$ cat config.mk
export PLATFORM = sky130hd
export DESIGN_NAME = hazard_sequencer_flat
export DESIGN_NICKNAME = d
export VERILOG_FILES = /design/src/rtl/hazard_sequencer_if.sv /design/src/rtl/hazard_sequencer.sv /design/src/flat_wrapper.sv
export SDC_FILE = /design/constraint.sdc
export NUM_CORES = 1
export LEC_CHECK = 0
export BUFFER_PORTS_ARGS = -buffer_cell sky130_fd_sc_hd__buf_2
export CAP_MARGIN = 20
export CORE_UTILIZATION = 55
export DETAILED_ROUTE_END_ITERATION = 8
export PLACE_DENSITY = 0.84
export SLEW_MARGIN = 10
export SYNTH_ARGS = -nofsm -noshare
export SYNTH_HDL_FRONTEND = slang
export SYNTH_SLANG_ARGS = --single-unit
$ cat constraint.sdc
create_clock -name clk -period 5.78 [get_ports clk]
set_input_delay 0.289 -clock clk [delete_from_list [all_inputs] [get_ports clk]]
set_output_delay 0.289 -clock clk [all_outputs]
set_load 0.01 [all_outputs]
$ cat src/rtl/hazard_sequencer_if.sv
// Handshake bundle between the ID-stage hazard sequencer and the pipeline registers/PC.
// The master modport is the sequencer side; the slave modport is the pipeline side.
interface hazard_sequencer_if #(
   parameter int CNT_W = 16
);
   logic [4:0]       id_rs1;
   logic [4:0]       id_rs2;
   logic             ex_mem_read;
   logic [4:0]       ex_rd;
   logic             ex_branch_taken;
   logic             id_halt;
   logic             mem_busy;
   logic             pc_write;
   logic             if_id_write;
   logic             if_id_flush;
   logic             id_ex_flush;
   logic             pipe_freeze;
   logic             halted;
   logic [CNT_W-1:0] stall_count;
   logic [CNT_W-1:0] flush_count;

   modport master (
      input  id_rs1, id_rs2, ex_mem_read, ex_rd, ex_branch_taken, id_halt, mem_busy,
      output pc_write, if_id_write, if_id_flush, id_ex_flush, pipe_freeze,
             halted, stall_count, flush_count
   );

   modport slave (
      output id_rs1, id_rs2, ex_mem_read, ex_rd, ex_branch_taken, id_halt, mem_busy,
      input  pc_write, if_id_write, if_id_flush, id_ex_flush, pipe_freeze,
             halted, stall_count, flush_count
   );
endinterface

$ cat src/rtl/hazard_sequencer.sv
// Pipeline sequencing for the 5-stage core: memory-wait freeze, branch flush,
// load-use bubble, HALT drain, and saturating stall/flush event counters.
module hazard_sequencer #(
   parameter int CNT_W        = 16,
   parameter int DRAIN_CYCLES = 3
) (
   input  logic               clk,
   input  logic               reset,
   hazard_sequencer_if.master bus
);
   localparam int DCNT_W = (DRAIN_CYCLES > 1) ? $clog2(DRAIN_CYCLES) : 1;
   localparam logic [DCNT_W-1:0] DRAIN_LOAD = DCNT_W'(DRAIN_CYCLES - 1);
   localparam logic [CNT_W-1:0]  CNT_MAX    = '1;

   typedef enum logic [1:0] {
      RUN,
      DRAIN,
      HALTED
   } state_t;

   state_t             state_reg, state_next;
   logic [DCNT_W-1:0]  drain_cnt_reg, drain_cnt_next;
   logic               halted_reg;
   logic [CNT_W-1:0]   stall_count_reg;
   logic [CNT_W-1:0]   flush_count_reg;

   logic               pc_write;
   logic               if_id_write;
   logic               if_id_flush;
   logic               id_ex_flush;
   logic               pipe_freeze;
   logic               stall_inc;
   logic               flush_inc;

   logic [4:0]         src_reg [2];
   logic [1:0]         src_match;
   logic               load_use;

   assign src_reg[0] = bus.id_rs1;
   assign src_reg[1] = bus.id_rs2;

   generate
      for (genvar gi = 0; gi < 2; gi++) begin : g_src_match
         assign src_match[gi] = (bus.ex_rd == src_reg[gi]);
      end
   endgenerate

   // x0 is hardwired zero, so a load targeting it never creates a dependency.
   assign load_use = bus.ex_mem_read && (bus.ex_rd != 5'd0) && (|src_match);

   always_comb begin
      state_next     = state_reg;
      drain_cnt_next = drain_cnt_reg;
      pc_write       = 1'b0;
      if_id_write    = 1'b0;
      if_id_flush    = 1'b0;
      id_ex_flush    = 1'b0;
      pipe_freeze    = 1'b0;
      stall_inc      = 1'b0;
      flush_inc      = 1'b0;

      case (state_reg)
         RUN: begin
            if (bus.mem_busy) begin
               pipe_freeze = 1'b1;
               stall_inc   = 1'b1;
            end else if (bus.ex_branch_taken) begin
               // A HALT sitting in ID here is wrong-path and is flushed with the rest.
               pc_write    = 1'b1;
               if_id_write = 1'b1;
               if_id_flush = 1'b1;
               id_ex_flush = 1'b1;
               flush_inc   = 1'b1;
            end else if (load_use) begin
               id_ex_flush = 1'b1;
               stall_inc   = 1'b1;
            end else if (bus.id_halt) begin
               id_ex_flush    = 1'b1;
               drain_cnt_next = DRAIN_LOAD;
               state_next     = DRAIN;
            end else begin
               pc_write    = 1'b1;
               if_id_write = 1'b1;
            end
         end

         DRAIN: begin
            id_ex_flush = 1'b1;
            if (bus.mem_busy) begin
               pipe_freeze = 1'b1;
               stall_inc   = 1'b1;
            end else if (drain_cnt_reg == '0) begin
               state_next = HALTED;
            end else begin
               drain_cnt_next = drain_cnt_reg - DCNT_W'(1);
            end
         end

         HALTED: begin
            id_ex_flush = 1'b1;
         end

         default: begin
            state_next = RUN;
         end
      endcase
   end

   always_ff @(posedge clk or negedge reset) begin
      if (!reset) begin
         state_reg       <= RUN;
         drain_cnt_reg   <= '0;
         halted_reg      <= 1'b0;
         stall_count_reg <= '0;
         flush_count_reg <= '0;
      end else begin
         state_reg     <= state_next;
         drain_cnt_reg <= drain_cnt_next;
         halted_reg    <= (state_next == HALTED);
         if (stall_inc && (stall_count_reg != CNT_MAX)) begin
            stall_count_reg <= stall_count_reg + CNT_W'(1);
         end
         if (flush_inc && (flush_count_reg != CNT_MAX)) begin
            flush_count_reg <= flush_count_reg + CNT_W'(1);
         end
      end
   end

   assign bus.pc_write    = pc_write;
   assign bus.if_id_write = if_id_write;
   assign bus.if_id_flush = if_id_flush;
   assign bus.id_ex_flush = id_ex_flush;
   assign bus.pipe_freeze = pipe_freeze;
   assign bus.halted      = halted_reg;
   assign bus.stall_count = stall_count_reg;
   assign bus.flush_count = flush_count_reg;
endmodule

$ cat src/flat_wrapper.sv
// flat-port wrapper written by rule: the top's interface ports become plain ports
module hazard_sequencer_flat 
#(
   parameter int CNT_W        = 16,
   parameter int DRAIN_CYCLES = 3
)
  (clk, reset, bus_id_rs1, bus_id_rs2, bus_ex_mem_read, bus_ex_rd, bus_ex_branch_taken, bus_id_halt, bus_mem_busy, bus_pc_write, bus_if_id_write, bus_if_id_flush, bus_id_ex_flush, bus_pipe_freeze, bus_halted, bus_stall_count, bus_flush_count);
  hazard_sequencer_if #(.CNT_W(CNT_W)) bus_i ();
  input  logic clk;
  input  logic reset;
  input wire logic [$bits(bus_i.id_rs1)-1:0] bus_id_rs1;
  input wire logic [$bits(bus_i.id_rs2)-1:0] bus_id_rs2;
  input wire logic [$bits(bus_i.ex_mem_read)-1:0] bus_ex_mem_read;
  input wire logic [$bits(bus_i.ex_rd)-1:0] bus_ex_rd;
  input wire logic [$bits(bus_i.ex_branch_taken)-1:0] bus_ex_branch_taken;
  input wire logic [$bits(bus_i.id_halt)-1:0] bus_id_halt;
  input wire logic [$bits(bus_i.mem_busy)-1:0] bus_mem_busy;
  output wire logic [$bits(bus_i.pc_write)-1:0] bus_pc_write;
  output wire logic [$bits(bus_i.if_id_write)-1:0] bus_if_id_write;
  output wire logic [$bits(bus_i.if_id_flush)-1:0] bus_if_id_flush;
  output wire logic [$bits(bus_i.id_ex_flush)-1:0] bus_id_ex_flush;
  output wire logic [$bits(bus_i.pipe_freeze)-1:0] bus_pipe_freeze;
  output wire logic [$bits(bus_i.halted)-1:0] bus_halted;
  output wire logic [$bits(bus_i.stall_count)-1:0] bus_stall_count;
  output wire logic [$bits(bus_i.flush_count)-1:0] bus_flush_count;
  assign bus_i.id_rs1 = bus_id_rs1;
  assign bus_i.id_rs2 = bus_id_rs2;
  assign bus_i.ex_mem_read = bus_ex_mem_read;
  assign bus_i.ex_rd = bus_ex_rd;
  assign bus_i.ex_branch_taken = bus_ex_branch_taken;
  assign bus_i.id_halt = bus_id_halt;
  assign bus_i.mem_busy = bus_mem_busy;
  assign bus_pc_write = bus_i.pc_write;
  assign bus_if_id_write = bus_i.if_id_write;
  assign bus_if_id_flush = bus_i.if_id_flush;
  assign bus_id_ex_flush = bus_i.id_ex_flush;
  assign bus_pipe_freeze = bus_i.pipe_freeze;
  assign bus_halted = bus_i.halted;
  assign bus_stall_count = bus_i.stall_count;
  assign bus_flush_count = bus_i.flush_count;
  hazard_sequencer #(.CNT_W(CNT_W), .DRAIN_CYCLES(DRAIN_CYCLES)) u_core (.clk(clk), .reset(reset), .bus(bus_i));
endmodule
# Yosys cells after proc, flatten, opt, wreduce, memory -nomap -nowiden
# Cells that the tools add are included.
[word_totals] reg_bits=37 inputBits=21 word_cells=66
[classes] n_addsub=3 eq_ne=13 n_mux=33 n_reduce_logical=12
[ops] operator="$add A16 B1 Y16 const B" count=2
[ops] operator="$ne A16 B16 Y1 const B" count=2
[ops] operator="$mux W2" count=12
[ops] operator="$mux W1" count=17
[ops] operator="$ne A2 B2 Y1 const B" count=6
[ops] operator="$eq A5 B5 Y1" count=2
[ops] operator="$reduce_and A7 Y1" count=1
[ops] operator="$pmux W2 S3" count=1
[ops] operator="$reduce_or A2 Y1" count=3
[ops] operator="$reduce_bool A5 Y1" count=1
[ops] operator="$eq A2 B2 Y1 const B" count=2
[ops] operator="$logic_and A1 B1 Y1" count=4
[ops] operator="$logic_not A2 Y1" count=2
[ops] operator="$pmux W1 S2" count=2
[ops] operator="$pmux W2 S2" count=1
[ops] operator="$eq A2 B1 Y1 const B" count=1
[ops] operator="$reduce_bool A2 Y1" count=1
[ops] operator="$sub A2 B1 Y2 const B" count=1

# Depth between registers and ports, before layout
[depth] depth_word=8 ltp_mapped=9

# Worst setup path before layout
# Ideal clock, no wire load.
[synth_timing] path_type="input -> register" startpoint="input bus_ex_rd[1]" endpoint="register u_core.drain_cnt_reg[1]" arrival_ns=1.979 slack_ns=3.676 path_stages=6 n_path_buf=0 path_cell_list="or4_4 -> o21ai_2 -> nor2_1 -> or3b_4 -> a211oi_4 -> mux2_4"
[synth_between] elab_chain_len=5 word_cells_on_any_way=8
[synth_lines] item="from (decl)" line="flat_wrapper.sv:14" text="input wire logic [$bits(bus_i.ex_rd)-1:0] bus_ex_rd;"
[synth_lines] item="$eq A5 B5 Y1 or $reduce_bool A5 Y1 (tied branches)" line="hazard_sequencer.sv:44, hazard_sequencer.sv:49"
[synth_lines] item="$reduce_or A2 Y1 or $logic_and A1 B1 Y1 (tied branches)" line="hazard_sequencer.sv:49" text="assign load_use = bus.ex_mem_read && (bus.ex_rd != 5'd0) && (|src_match);"
[synth_lines] item="$logic_and A1 B1 Y1 *" line="hazard_sequencer.sv:49"
[synth_lines] item="$ne A2 B2 Y1 (no source line) *"
[synth_lines] item="$reduce_and A7 Y1 (no source line) *"
[synth_lines] item="to (signal assigned)" line="hazard_sequencer.sv:118" text="drain_cnt_reg <= drain_cnt_next;"
[synth_lines] item="to (decl)" line="hazard_sequencer.sv:22" text="logic [DCNT_W-1:0] drain_cnt_reg, drain_cnt_next;"
# Mark *: on every way between the ends. The rest lies on a longest branch, timed or not.
# A chain may end at the register's enable or synchronous reset.

# Worst setup path in the final report
[layout_timing] startpoint="register u_core.state_reg[1]" endpoint="register u_core.flush_count_reg[1], in the netlist u_core.bus.flush_count[1]"
[layout_between] elab_chain_len=3
[layout_lines] item="from (decl)" line="hazard_sequencer.sv:21" text="state_t state_reg, state_next;"
[layout_lines] item="from (signal assigned)" line="hazard_sequencer.sv:117" text="state_reg <= state_next;"
[layout_lines] item="$logic_not A2 Y1" line="hazard_sequencer.sv:62" text="case (state_reg)"
[layout_lines] item="$mux W1" line="hazard_sequencer.sv:62"
[layout_lines] item="$logic_and A1 B1 Y1" line="hazard_sequencer.sv:123" text="if (flush_inc && (flush_count_reg != CNT_MAX)) begin"
[layout_lines] item="to (signal assigned)" line="hazard_sequencer.sv:124" text="flush_count_reg <= flush_count_reg + CNT_W'(1);"
[layout_lines] item="to (decl)" line="hazard_sequencer.sv:25" text="logic [CNT_W-1:0] flush_count_reg;"
# No other way between the ends.

==> metrics <==
run status completed; dpl hpwl 2930 um; clock-pin slew on the worst setup and hold paths 0.12 ns; pre-CTS WS 3.42 ns; first drt pass iteration count 4; io pins 59; Cell variety after synth 36; postcts setup bufs 0; post-route insts no fill 301; Post-CTS Hold Fix Bufs 0; core area 3420 um2; number of synthesized flops with an enable pin 0; maximum vdd drop 0.185 mV; fill cell count 276; share of cells above drive strength 1 0.298; Die ar. 3870 um2; Final Skew 0.00979 ns; gr usage total 0.232; crit path to u_core.bus.flush_count[1]; ys async rst share 1.00; n_diodes 0; worst reg2reg path endpoint u_core.bus.flush_count[1]; vias in the first global route 1565; Mean Syn Cell Area 10.4 um2; Mapped Cells 191; Port-buffer cells 58; leakage 1.26 nW; multiplexer area fraction after synthesis 0.0295; worst slew pin tran 0.812 ns; CP startpoint kind register; CTS max path bufs 2; Hold/Removal Path Class input pin to asynchronous set/reset pin; cells on worst reg2reg path 7; Rows 21; unrepaired setup endpoints after global routing no; post-CTS sizing 0; CP arrival 2.67 ns; Commonest cells post-synth dfrtp_1, xnor2_1, xor2_1; fin util 0.712; CTS tree yes; cell area after synthesis 1990 um2; ys flop type dfrtp_1; fmax 411 MHz; most common cell in the synthesized netlist dfrtp_1; Starting Density 0.583; YS warnings 0; Worst Path Required 6.02 ns; drt via density 5.34; Synth Register Bits 37; CTS Buf Count 5; placed cell count 293; main combinational cell family by area after synthesis simple AND/OR/NAND/NOR gates; Compound-Gate Fraction of Synth Area 0.0779; Pins Over Slew Limit 0; Final Hold Vio Count 0; DR WL/cell 13.2 um; total vias in the final route 1606; final wirelength 3980 um; largest net degree at the start of global routing 38; Clk Tree Root Cell clkbuf_4; synthesized-area fraction occupied by xor and xnor cells 0.171; DIE HEIGHT 62.2 um; post-synth top area cell dfrtp_1; Fin Hold WS 0.0117 ns; clk_lat worst skew 0.35 ns; Area Growth Syn to Fin 22.0%; Crit Path Class register to register; H-tree Lvls 2; antenna violations before repair 0; Slew headroom 0.459; R2R setup slack 3.35 ns; Final WS setup 3.35 ns; setup violators final 0; adder-cell area share of the yosys netlist 0.0440; multi-input logic area 1020 um2; chip width 62.2 um; area taken by flip-flops and latches 926 um2; Mapped Nets 219; Synth Area in Simple Gates 0.190; GR Overflow Total 0; setup TNS 0 ns; post-route ant nets 0; post-synth top area share 0.465; Crit. Startpoint u_core.state_reg[1]; Synth area leaders dfrtp_1, xnor2_1, xor2_1; Pwr Density 211 nW/um2; Sinks on Clock Net 37; register area share after synthesis 0.465; final cycle utilization of the critical path 0.421; Max Cap Viol 0; drt drc 0; Critical Path End Type register; routability cong. 0.932; DRT iter0 DRCs 96; RR Startpoint u_core.state_reg[1]; min Tclk post-route 2.43 ns; first-pass GRT wire length 7090 um; nets@finish 282; crit path max fanout 7
-- kinds of logic (layout without fill, tap and decap cells) --
logic type / Yosys count / count (layout)
compound gates: 19 / 19
xor+xnor: 39 / 39
fa+ha+maj: 7 / 7
buf+inv: 11 / 75
flops: 37 / 37
mux: 5 / 5
simple gates: 73 / 73
-- how the worst min path moves through the flow --
stage / startpoint / endpoint / slack, ns / depth (start not counted)
2_1_floorplan: reset / u_core.bus.flush_count[0] / -0.007 / 0
3_3_place_gp: reset / u_core.drain_cnt_reg[0] / 0.42 / 1
3_5_place_dp: reset / u_core.drain_cnt_reg[0] / 0.43 / 1
4_1_cts: reset / u_core.drain_cnt_reg[0] / 0.04 / 1
5_1_grt: reset / u_core.bus.halted / 0.07 / 1
6_report: reset / u_core.drain_cnt_reg[0] / 0.01 / 1
-- cell type report --
type / count / share of cell area
Multi-Input combinational cell: 143 / 0.420
Inverter: 9 / 0.0139
Clock inverter: 3 / 0.0268
Timing Repair Buffer: 58 / 0.119
Clock buffer: 5 / 0.0154
Tap cell: 46 / 0.0237
Sequential cell: 37 / 0.381
-- cell usage in the layout, fill, tap and decap left out, drive strengths merged, types with 2 or more instances in the layout --
master  count
mux2        4
nand2      16
a21oi       3
a31oi       3
nand2b      2
bufinv      2
nand4       5
and2        3
ha          7
nand3      15
and4        2
xor2       18
xnor2      21
o21a        2
inv         9
nor2       13
o211ai      2
and3        8
a211oi      4
buf        58
clkbuf      5
dfrtp      37
nor3        5
o21ai       2
-- metal layers --
metal / vias to the layer above / routed length [um] / global-route usage
met5: - / 0 / 0
met4: 0 / 45 / 0.0756
met3: 7 / 222 / 0.0717
met2: 44 / 1930 / 0.380
li1: 783 / - / -
met1: 772 / 1790 / 0.293
-- through the flow --
| step | total power [W] | area (um2) |
|---|---|---|
| after floorplan | 0.000277 | 1990 |
| after global placement | 0.000294 | 2330 |
| after detailed placement | 0.000294 | 2330 |
| after CTS | 0.000515 | 2430 |
| after global routing | 0.000531 | 2430 |
| final | 0.000512 | 2430 |
-- critical path, stage by stage, from the launching register on --
cell and delay, ns:
dfrtp_1 0.43, inv_1 0.13, ha_1 0.30, inv_1 0.14
nor2_1 0.19, nand2_1 0.15, a31oi_1 0.58, mux2_2 0.41
-- report_power, final --
group	internal [W]	total, W	switching, W
combinational	0.0000115	0.0000271	0.0000156
clock	0.000134	0.000223	0.0000895
sequential	0.000260	0.000262	0.00000179
total	0.000405	0.000512	0.000107
(Power assumes the default switching activity.)
